--- src/rtl/bus_initiator.sv ---
// bus_initiator: master end of the daisy-chained register bus.
//
// Accepts one host command at a time (valid/ready), drives it onto the chain
// as a single-cycle valid pulse, then waits for the same address to come back
// at the end of the chain. Once it returns, or once the wait times out, it
// presents a response to the host until the host takes it.
//
// Ports:
//   clk, rst_n                   clock, synchronous active-low reset
//   cmd_addr_i / cmd_wdata_i /   host command fields
//   cmd_rw_i (1 = write)
//   cmd_valid_i / cmd_ready_o    command handshake
//   rsp_addr_o / rsp_rdata_o /   response fields (rdata is 0 on timeout)
//   rsp_rw_o / rsp_timeout_o
//   rsp_valid_o / rsp_ready_i    response handshake
//   addr_o / wdata_o / rdata_o / bus out to the first core (rdata_o is always 0)
//   rw_o / valid_o
//   addr_i / wdata_i / rdata_i / bus in from the last core (wdata_i is unused)
//   rw_i / valid_i
module bus_initiator #(
    parameter int unsigned ADDR_WIDTH     = 16,
    parameter int unsigned DATA_WIDTH     = 16,
    parameter int unsigned TIMEOUT_CYCLES = 64
) (
    input  logic                  clk,
    input  logic                  rst_n,

    input  logic [ADDR_WIDTH-1:0] cmd_addr_i,
    input  logic [DATA_WIDTH-1:0] cmd_wdata_i,
    input  logic                  cmd_rw_i,
    input  logic                  cmd_valid_i,
    output logic                  cmd_ready_o,

    output logic [ADDR_WIDTH-1:0] rsp_addr_o,
    output logic [DATA_WIDTH-1:0] rsp_rdata_o,
    output logic                  rsp_rw_o,
    output logic                  rsp_timeout_o,
    output logic                  rsp_valid_o,
    input  logic                  rsp_ready_i,

    output logic [ADDR_WIDTH-1:0] addr_o,
    output logic [DATA_WIDTH-1:0] wdata_o,
    output logic [DATA_WIDTH-1:0] rdata_o,
    output logic                  rw_o,
    output logic                  valid_o,

    input  logic [ADDR_WIDTH-1:0] addr_i,
    input  logic [DATA_WIDTH-1:0] wdata_i,
    input  logic [DATA_WIDTH-1:0] rdata_i,
    input  logic                  rw_i,
    input  logic                  valid_i
);

    localparam int unsigned CntWidth = $clog2(TIMEOUT_CYCLES);
    // The counter is cleared in ISSUE and reads 0 in the first WAIT cycle, so
    // its next value reaching TIMEOUT_CYCLES-1 means the response lands exactly
    // TIMEOUT_CYCLES cycles after the valid_o pulse.
    localparam logic [CntWidth-1:0] CntLast = CntWidth'(TIMEOUT_CYCLES - 2);

    typedef enum logic [1:0] {
        StIdle,
        StIssue,
        StWait,
        StResp
    } state_e;

    state_e                state_q, state_d;
    logic [CntWidth-1:0]   cnt_q, cnt_d;
    logic [ADDR_WIDTH-1:0] addr_q, addr_d;
    logic [DATA_WIDTH-1:0] wdata_q, wdata_d;
    logic                  rw_q, rw_d;
    logic [DATA_WIDTH-1:0] rdata_q, rdata_d;
    logic                  timeout_q, timeout_d;

    logic match;
    assign match = valid_i && (addr_i == addr_q);

    always_comb begin
        state_d   = state_q;
        cnt_d     = cnt_q;
        addr_d    = addr_q;
        wdata_d   = wdata_q;
        rw_d      = rw_q;
        rdata_d   = rdata_q;
        timeout_d = timeout_q;

        unique case (state_q)
            StIdle: begin
                if (cmd_valid_i) begin
                    addr_d  = cmd_addr_i;
                    wdata_d = cmd_wdata_i;
                    rw_d    = cmd_rw_i;
                    state_d = StIssue;
                end
            end
            StIssue: begin
                cnt_d   = '0;
                state_d = StWait;
            end
            StWait: begin
                cnt_d = cnt_q + 1'b1;
                // A return on the last wait cycle still counts as a normal response.
                if (match) begin
                    rdata_d   = rdata_i;
                    timeout_d = 1'b0;
                    state_d   = StResp;
                end else if (cnt_q == CntLast) begin
                    rdata_d   = '0;
                    timeout_d = 1'b1;
                    state_d   = StResp;
                end
            end
            StResp: begin
                if (rsp_ready_i) begin
                    state_d = StIdle;
                end
            end
            default: state_d = StIdle;
        endcase
    end

    always_ff @(posedge clk) begin
        if (!rst_n) begin
            state_q   <= StIdle;
            cnt_q     <= '0;
            addr_q    <= '0;
            wdata_q   <= '0;
            rw_q      <= 1'b0;
            rdata_q   <= '0;
            timeout_q <= 1'b0;
        end else begin
            state_q   <= state_d;
            cnt_q     <= cnt_d;
            addr_q    <= addr_d;
            wdata_q   <= wdata_d;
            rw_q      <= rw_d;
            rdata_q   <= rdata_d;
            timeout_q <= timeout_d;
        end
    end

    assign cmd_ready_o   = (state_q == StIdle);

    assign valid_o       = (state_q == StIssue);
    assign addr_o        = addr_q;
    assign wdata_o       = wdata_q;
    assign rw_o          = rw_q;
    assign rdata_o       = '0;

    assign rsp_valid_o   = (state_q == StResp);
    assign rsp_addr_o    = addr_q;
    assign rsp_rw_o      = rw_q;
    assign rsp_rdata_o   = rdata_q;
    assign rsp_timeout_o = timeout_q;

    // Returning wdata/rw carry nothing the initiator needs.
    logic unused_bus_in;
    assign unused_bus_in = ^{wdata_i, rw_i};

endmodule

--- config.mk ---
export PLATFORM = sky130hd
export DESIGN_NAME = bus_initiator
export DESIGN_NICKNAME = d
export VERILOG_FILES = /design/src/rtl/bus_initiator.sv
export SDC_FILE = /design/constraint.sdc
export NUM_CORES = 1
export LEC_CHECK = 0
export BUFFER_PORTS_ARGS = -buffer_cell sky130_fd_sc_hd__buf_2
export CAP_MARGIN = 5
export CORE_MARGIN = 2
export CORE_UTILIZATION = 43
export DETAILED_ROUTE_END_ITERATION = 8
export PLACE_DENSITY = 0.88
export SYNTH_ARGS = -nofsm -noshare
export SYNTH_HDL_FRONTEND = slang
export SYNTH_SLANG_ARGS = --single-unit
--- constraint.sdc ---
create_clock -name clk -period 2.4 [get_ports clk]
set_input_delay 0.48 -clock clk [delete_from_list [all_inputs] [get_ports clk]]
set_output_delay 0.48 -clock clk [all_outputs]
set_load 0.02 [all_outputs]
==> results.cfg, run 1 <==
[run_status]
outcome = completed

[timing]
fmax_mhz = 494
worst_clock_skew_ps = 9.72
finalSetupViolations = 0
grt_setup_unrepaired = false
finalWorstSetupSlack_ps = 377
hold_viol_final = 0
maxSlewViolCount = 0
timing.final.crit_share_pct = 84.3
final_period_minus_worst_setup_slack_ps = 2020
tns_ps = 0

[finish]
most_common_cell_after_layout_fill_and_taps_aside = sky130_fd_sc_hd__buf_2
design.final.nets = 558
area_growth_syn_to_layout_pct = 29.5
final_layout_size_suffix_gt1_share_pct = 35.1
layout_common_cells = sky130_fd_sc_hd__buf_2 (139), sky130_fd_sc_hd__nand2_1 (87), sky130_fd_sc_hd__dfxtp_1 (58), sky130_fd_sc_hd__a21oi_1 (39), sky130_fd_sc_hd__nand4_1 (20)
antenna_cells = 0
final.fill_count = 581
finish.cell_count_without_fillers = 547
utilization_pct = 57.8

[power]
power.switching_fraction_pct = 35.3
seq_power_share_pct = 34.1
power.combinational.fraction_pct = 33.2
power.switching_mw = 1.22
total_power_consumption_mw = 3.46
clock_power_share_pct = 32.6
power.ir.vdd_worst_mv = 0.595
internal_power_mw = 2.24
p_leak_nw = 1.71
powerDensity_nw_per_um2 = 941

[clocking]
clock_sink_count = 58
clock_tree_from_tritoncts = built
htree_levels = 3
cts_buffers = 9
post-cts-setup-buffer-count = 0
clockBufferDepth = 2
postCtsResizedCells = 0
worst_setup_hold_path_clk_slew_ps = 70
holdBufCountCts = 0
clock-root-buffer = sky130_fd_sc_hd__clkbuf_8
clkLatencyLatePin_ps = 330

[floorplan]
die-area_um2 = 7260
fp.dieW_um = 85.2
design.portCount = 173
placementRows = 29
die_y_um = 85.2
floorplan.initialDensity_pct = 44.7
area_of_the_core_um2 = 6350

[setup_path]
timing.critical_path.cells = xor2_1 > nor4_1 > nand3_1 > nor4_4 > buf_12 > o21ai_1 > a31o_1
worstSetupStartpointType = flip-flop
critPathSlowestCell = sky130_fd_sc_hd__nor4_4
worst_ep_arrival_time_ps = 2250
critical_path.n_buffers_inverters = 1
worst-setup-path-type = flip-flop to flip-flop
critPathMaxStageDelay_ps = 370
cp.required_ps = 2630
path_delay_family = simple AND/OR/NAND/NOR gates
cp-end-kind = flip-flop
path_max_fanout = 35

[place]
hpwl_dp_mm = 5.10
dp_slack_ps = 104
io_buffers = 139
gp_congestion = 0.801
numPlacedInstances = 531

[synth]
synth.lib_cells_used.distinct = 28
synthesis.area_um2 = 2840
yosysSeqAreaShare_pct = 40.9
ys_seq_elements = 58
synthesis.area_per_instance_um2 = 8.15
synthesis.instances = 348
yosysWarningCount = 0

[grt]
grt.total_usage_pct = 19.2
grt_start_max_net_pins = 37
grt_use_met1_pct = 21.3
globalRouteMet2Util_pct = 34.1
overflow = 0
grt_antenna_before_repair = 0
wire_length_of_the_first_global_routing_pass_mm = 11.2
global_route.peak_usage_layer = met2
grt_pass1_vias = 2595
met3_usage_pct = 3.99

[routing]
detail_route.wl_per_cell_um = 12.7
vias = 2789
drc_errors = 0
detailedRoute.firstIterationViolations = 80
via_per_inst = 5.10
drt_pre_antenna_iters = 5
finalWirelength_mm = 6.96
drt.antenna.violating_nets = 0

[min_path]
worstHoldPathType = primary input to flip-flop

[job]
cap_viol_max_count = 0
==> logic make-up (layout without fill, tap and decap cells) <==
family / after synthesis / count (layout) / share of synthesized area [%]
and+or+nand+nor: 138 / 138 / 23.3
AOI/OAI and AO/OA: 63 / 63 / 13.8
buffers and inverters: 63 / 170 / 13.4
DFF: 58 / 58 / 40.9
xor gates and xnor gates: 19 / 19 / 5.87
adders and majority gates: 6 / 6 / 2.65
other: 1 / 16 / 0.132
==> per-stage QoR <==
stage               instance area [µm²]  hold WS (ps)
floorplan                          2890           458
finish                             3670           377
CTS                                3670           363
detailed placement                 3420           445
global placement                   3420           440
global route                       3670           375
==> power groups by stage <==
stage / sequential [mW] / combinational, mW / clock, mW
floorplan: 1.31 / 0.735 / 0
global placement: 1.19 / 1.12 / 0
detailed placement: 1.20 / 1.15 / 0
CTS: 1.18 / 1.16 / 1.15
global route: 1.20 / 1.26 / 1.19
finish: 1.18 / 1.15 / 1.13
==> sequential cells by signal (all words and copies together), names as in the netlist <==
name / count
addr_o: 16
rsp_rdata_o: 16
wdata_o: 16
cnt_q: 6
state_q: 2
rsp_rw_o: 1
rsp_timeout_o: 1
==> area by class of cell <==
type	instances	area, µm²	share of cell area (%)
Inverter	6	22.5	0.613
Clock buffer	11	151	4.12
Clock inverter	5	100	2.73
Multi-Input combinational cell	242	1350	36.8
Tap cell	77	96.3	2.62
Sequential cell	58	1160	31.6
Timing Repair Buffer	148	788	21.5
==> synth_stat cells <==
library cell,count,area share [%]
sky130_fd_sc_hd__a211oi_1,1,0.26
sky130_fd_sc_hd__nor4_4,1,0.75
sky130_fd_sc_hd__nand3b_1,16,4.2
sky130_fd_sc_hd__o21ai_1,1,0.18
sky130_fd_sc_hd__dfxtp_1,58,41
sky130_fd_sc_hd__nor4_1,1,0.22
sky130_fd_sc_hd__buf_6,2,0.79
sky130_fd_sc_hd__xnor2_1,12,3.7
sky130_fd_sc_hd__nand2_1,87,12
sky130_fd_sc_hd__nor2_1,6,0.79
sky130_fd_sc_hd__nor2b_1,1,0.22
sky130_fd_sc_hd__ha_1,6,2.6
sky130_fd_sc_hd__o2111a_1,1,0.40
sky130_fd_sc_hd__buf_4,34,9.0
sky130_fd_sc_hd__a31o_1,1,0.31
sky130_fd_sc_hd__clkbuf_1,21,2.8
sky130_fd_sc_hd__o311ai_1,16,4.9
sky130_fd_sc_hd__conb_1,1,0.13
sky130_fd_sc_hd__a21oi_1,39,6.9
sky130_fd_sc_hd__nand3_1,4,0.71
sky130_fd_sc_hd__xor2_1,7,2.2
sky130_fd_sc_hd__and2_1,1,0.22
sky130_fd_sc_hd__clkinv_1,1,0.13
sky130_fd_sc_hd__o21ai_0,3,0.53
sky130_fd_sc_hd__or3_1,1,0.22
sky130_fd_sc_hd__nand4_1,20,4.4
sky130_fd_sc_hd__o31ai_1,1,0.26
sky130_fd_sc_hd__inv_1,5,0.66
==> worst reg2reg max path, cell delays in order (launching register included) <==
cell	delay, ps
sky130_fd_sc_hd__dfxtp_1	340
sky130_fd_sc_hd__xor2_1	160
sky130_fd_sc_hd__nor4_1	310
sky130_fd_sc_hd__nand3_1	180
sky130_fd_sc_hd__nor4_4	370
sky130_fd_sc_hd__buf_12	230
sky130_fd_sc_hd__o21ai_1	110
sky130_fd_sc_hd__a31o_1	220
==> metal layers <==
metal | routed length, µm | vias to the layer above
met3 | 492 | 17
met4 | 176 | 0
li1 | - | 1377
met2 | 3570 | 112
met1 | 2720 | 1283
met5 | 0 | -
==> path summary, 6_finish.rpt <==
path                       start          to  slack [ps]  depth (start not counted)
setup / recovery       addr_o[6]  state_q[1]         380                          7
setup reg to reg       addr_o[6]  state_q[1]         380                          7
hold reg to reg       wdata_o[8]  wdata_o[8]         450                          2
hold / removal    cmd_wdata_i[1]  wdata_o[1]         380                          3
Note: power is estimated with default switching activity, not from simulation.
==> run 2: changes to the inputs <==
CORE_UTILIZATION = 39   (was 43)
PLACE_DENSITY = 0.84   (was 0.88)
clock period = 1.85 ns   (was 2.4 ns; I/O delays follow)
==> run 2 against run 1 <==
Against the previous run: hold slack got worse by 110 ps; combinational power up 28%; highest routed layer unchanged; critical path type unchanged; core utilization decreased by 6.0 points; routed wire length grew 1.5%; critical path depth up 1.
==> results.cfg, run 2 (same netlist as run 1, synthesis figures left out) <==
[floorplan]
design.portCount = 173
die-area_um2 = 7970
placementRows = 31
floorplan.initialDensity_pct = 39.7
die_y_um = 89.3
area_of_the_core_um2 = 7140
fp.dieW_um = 89.3

[job]
cap_viol_max_count = 0

[power]
p_leak_nw = 1.71
powerDensity_nw_per_um2 = 1130
total_power_consumption_mw = 4.18
power.ir.vdd_worst_mv = 0.450

[finish]
area_growth_syn_to_layout_pct = 30.5
finish.cell_count_without_fillers = 572
layout_common_cells = sky130_fd_sc_hd__buf_2 (139), sky130_fd_sc_hd__nand2_1 (87), sky130_fd_sc_hd__dfxtp_1 (57), sky130_fd_sc_hd__a21oi_1 (39), sky130_fd_sc_hd__nand4_1 (20)
antenna_cells = 0
final.fill_count = 706
total_area_of_multi_input_combinational_cells_um2 = 1370
final_layout_size_suffix_gt1_share_pct = 35.5
most_common_cell_after_layout_fill_and_taps_aside = sky130_fd_sc_hd__buf_2
area.sequential_um2 = 1160
design_area_um2 = 3700
design.final.nets = 561

[routing]
drt_pre_antenna_iters = 4
detailedRoute.firstIterationViolations = 84
vias = 2729
drc_errors = 0
detail_route.wl_per_cell_um = 12.3
finalWirelength_mm = 7.06
drt.antenna.violating_nets = 0
via_per_inst = 4.77

[timing]
finalSetupViolations = 0
whs_ps = 270
hold_viol_final = 0
final_period_minus_worst_setup_slack_ps = 1810
grt_setup_unrepaired = true
maxSlewViolCount = 0
worst_clock_skew_ps = 9.76
timing.final.crit_share_pct = 97.9
fmax_mhz = 552

[place]
gp_congestion = 0.748
dpl-instance-area_um2 = 3480
numPlacedInstances = 556
io_buffers = 139
hpwl_dp_mm = 5.05

[run_status]
outcome = completed

[setup_path]
worst_ep_arrival_time_ps = 2030
r2r_cells = 8
cp.required_ps = 2070
critPathMaxStageDelay_ps = 330
worst-setup-path-type = flip-flop to flip-flop
cp-end-kind = flip-flop
path_max_fanout = 17
worstSetupStartpointType = flip-flop
critPathSlowestCell = sky130_fd_sc_hd__dfxtp_2
timing.critical_path.cells = xor2_1 > nor4_1 > nand3_1 > nor4_4 > buf_6 > buf_12 > nand4_1 > o311ai_1

[min_path]
worstHoldPathType = primary input to flip-flop
min_delay_path_depth = 3

[grt]
grt_start_max_net_pins = 34
wire_length_of_the_first_global_routing_pass_mm = 10.5
overflow = 0
grt_antenna_before_repair = 0
grt.total_usage_pct = 16.9
grt_pass1_vias = 2387

[clocking]
clockBufferDepth = 2
htree_levels = 3
clkLatencyLatePin_ps = 330
clock_tree_from_tritoncts = built
post-cts-setup-buffer-count = 0
clock-root-buffer = sky130_fd_sc_hd__clkbuf_8
clock_sink_count = 58
cts_buffers = 9
worst_setup_hold_path_clk_slew_ps = 70
-- run 2: final cells by class --
class	count	share of cell area (%)
flip-flops and latches	58	31.4
clock inverters	2	0.947
repair buffers	151	22.3
well taps	99	3.35
multi-input cells	242	37.0
clock buffers	14	4.39
inverters	6	0.609
-- run 2: metal layers --
layer	vias up	part of all wire [%]	track usage [%]	wire (µm)
li1	1378	-	-	-
met1	1253	42	20.4	3000
met2	88	50	28.8	3550
met3	10	5.6	3.60	395
met4	0	1.6	7.87	110
met5	-	0	0	0
-- run 2: timing repair --
action | 4_1_cts | 5_1_grt
endpoints found under the setup margin | 0 | 17
hold buffers | 0 | 0
gates resized for setup | 0 | 4
-- run 2: critical path, delay by kind of cell (launching register included) --
family          cells  cell delay (ps)
simple gates        4              760
flops               1              330
buf+inv             2              310
xor+xnor            1              150
compound gates      1              130
-- run 2: path summary, 6_finish.rpt --
kind / from / end / slack (ps)
worst max-delay path: addr_o[6] / rsp_rdata_o[10] / 40
worst min-delay path: cmd_addr_i[13] / addr_o[13] / 270
worst max register to register: addr_o[6] / rsp_rdata_o[10] / 40
worst min register to register: wdata_o[13] / wdata_o[13] / 450
-- run 2: metrics by stage --
step | util [%] | worst slack, ps | TNS (ps)
2_1_floorplan | - | 70.0 | 0
3_3_place_gp | 48.8 | -24.0 | -169
3_5_place_dp | 48.8 | -28.2 | -78.5
4_1_cts | 51.6 | 32.1 | 0
5_1_grt | 51.9 | -54.2 | -199
6_report | 51.9 | 39.7 | 0
-- run 2: power by group --
group	switching, mW	internal, mW
clock network	0.478	0.696
registers	0.128	1.41
logic	0.952	0.517
total	1.56	2.62
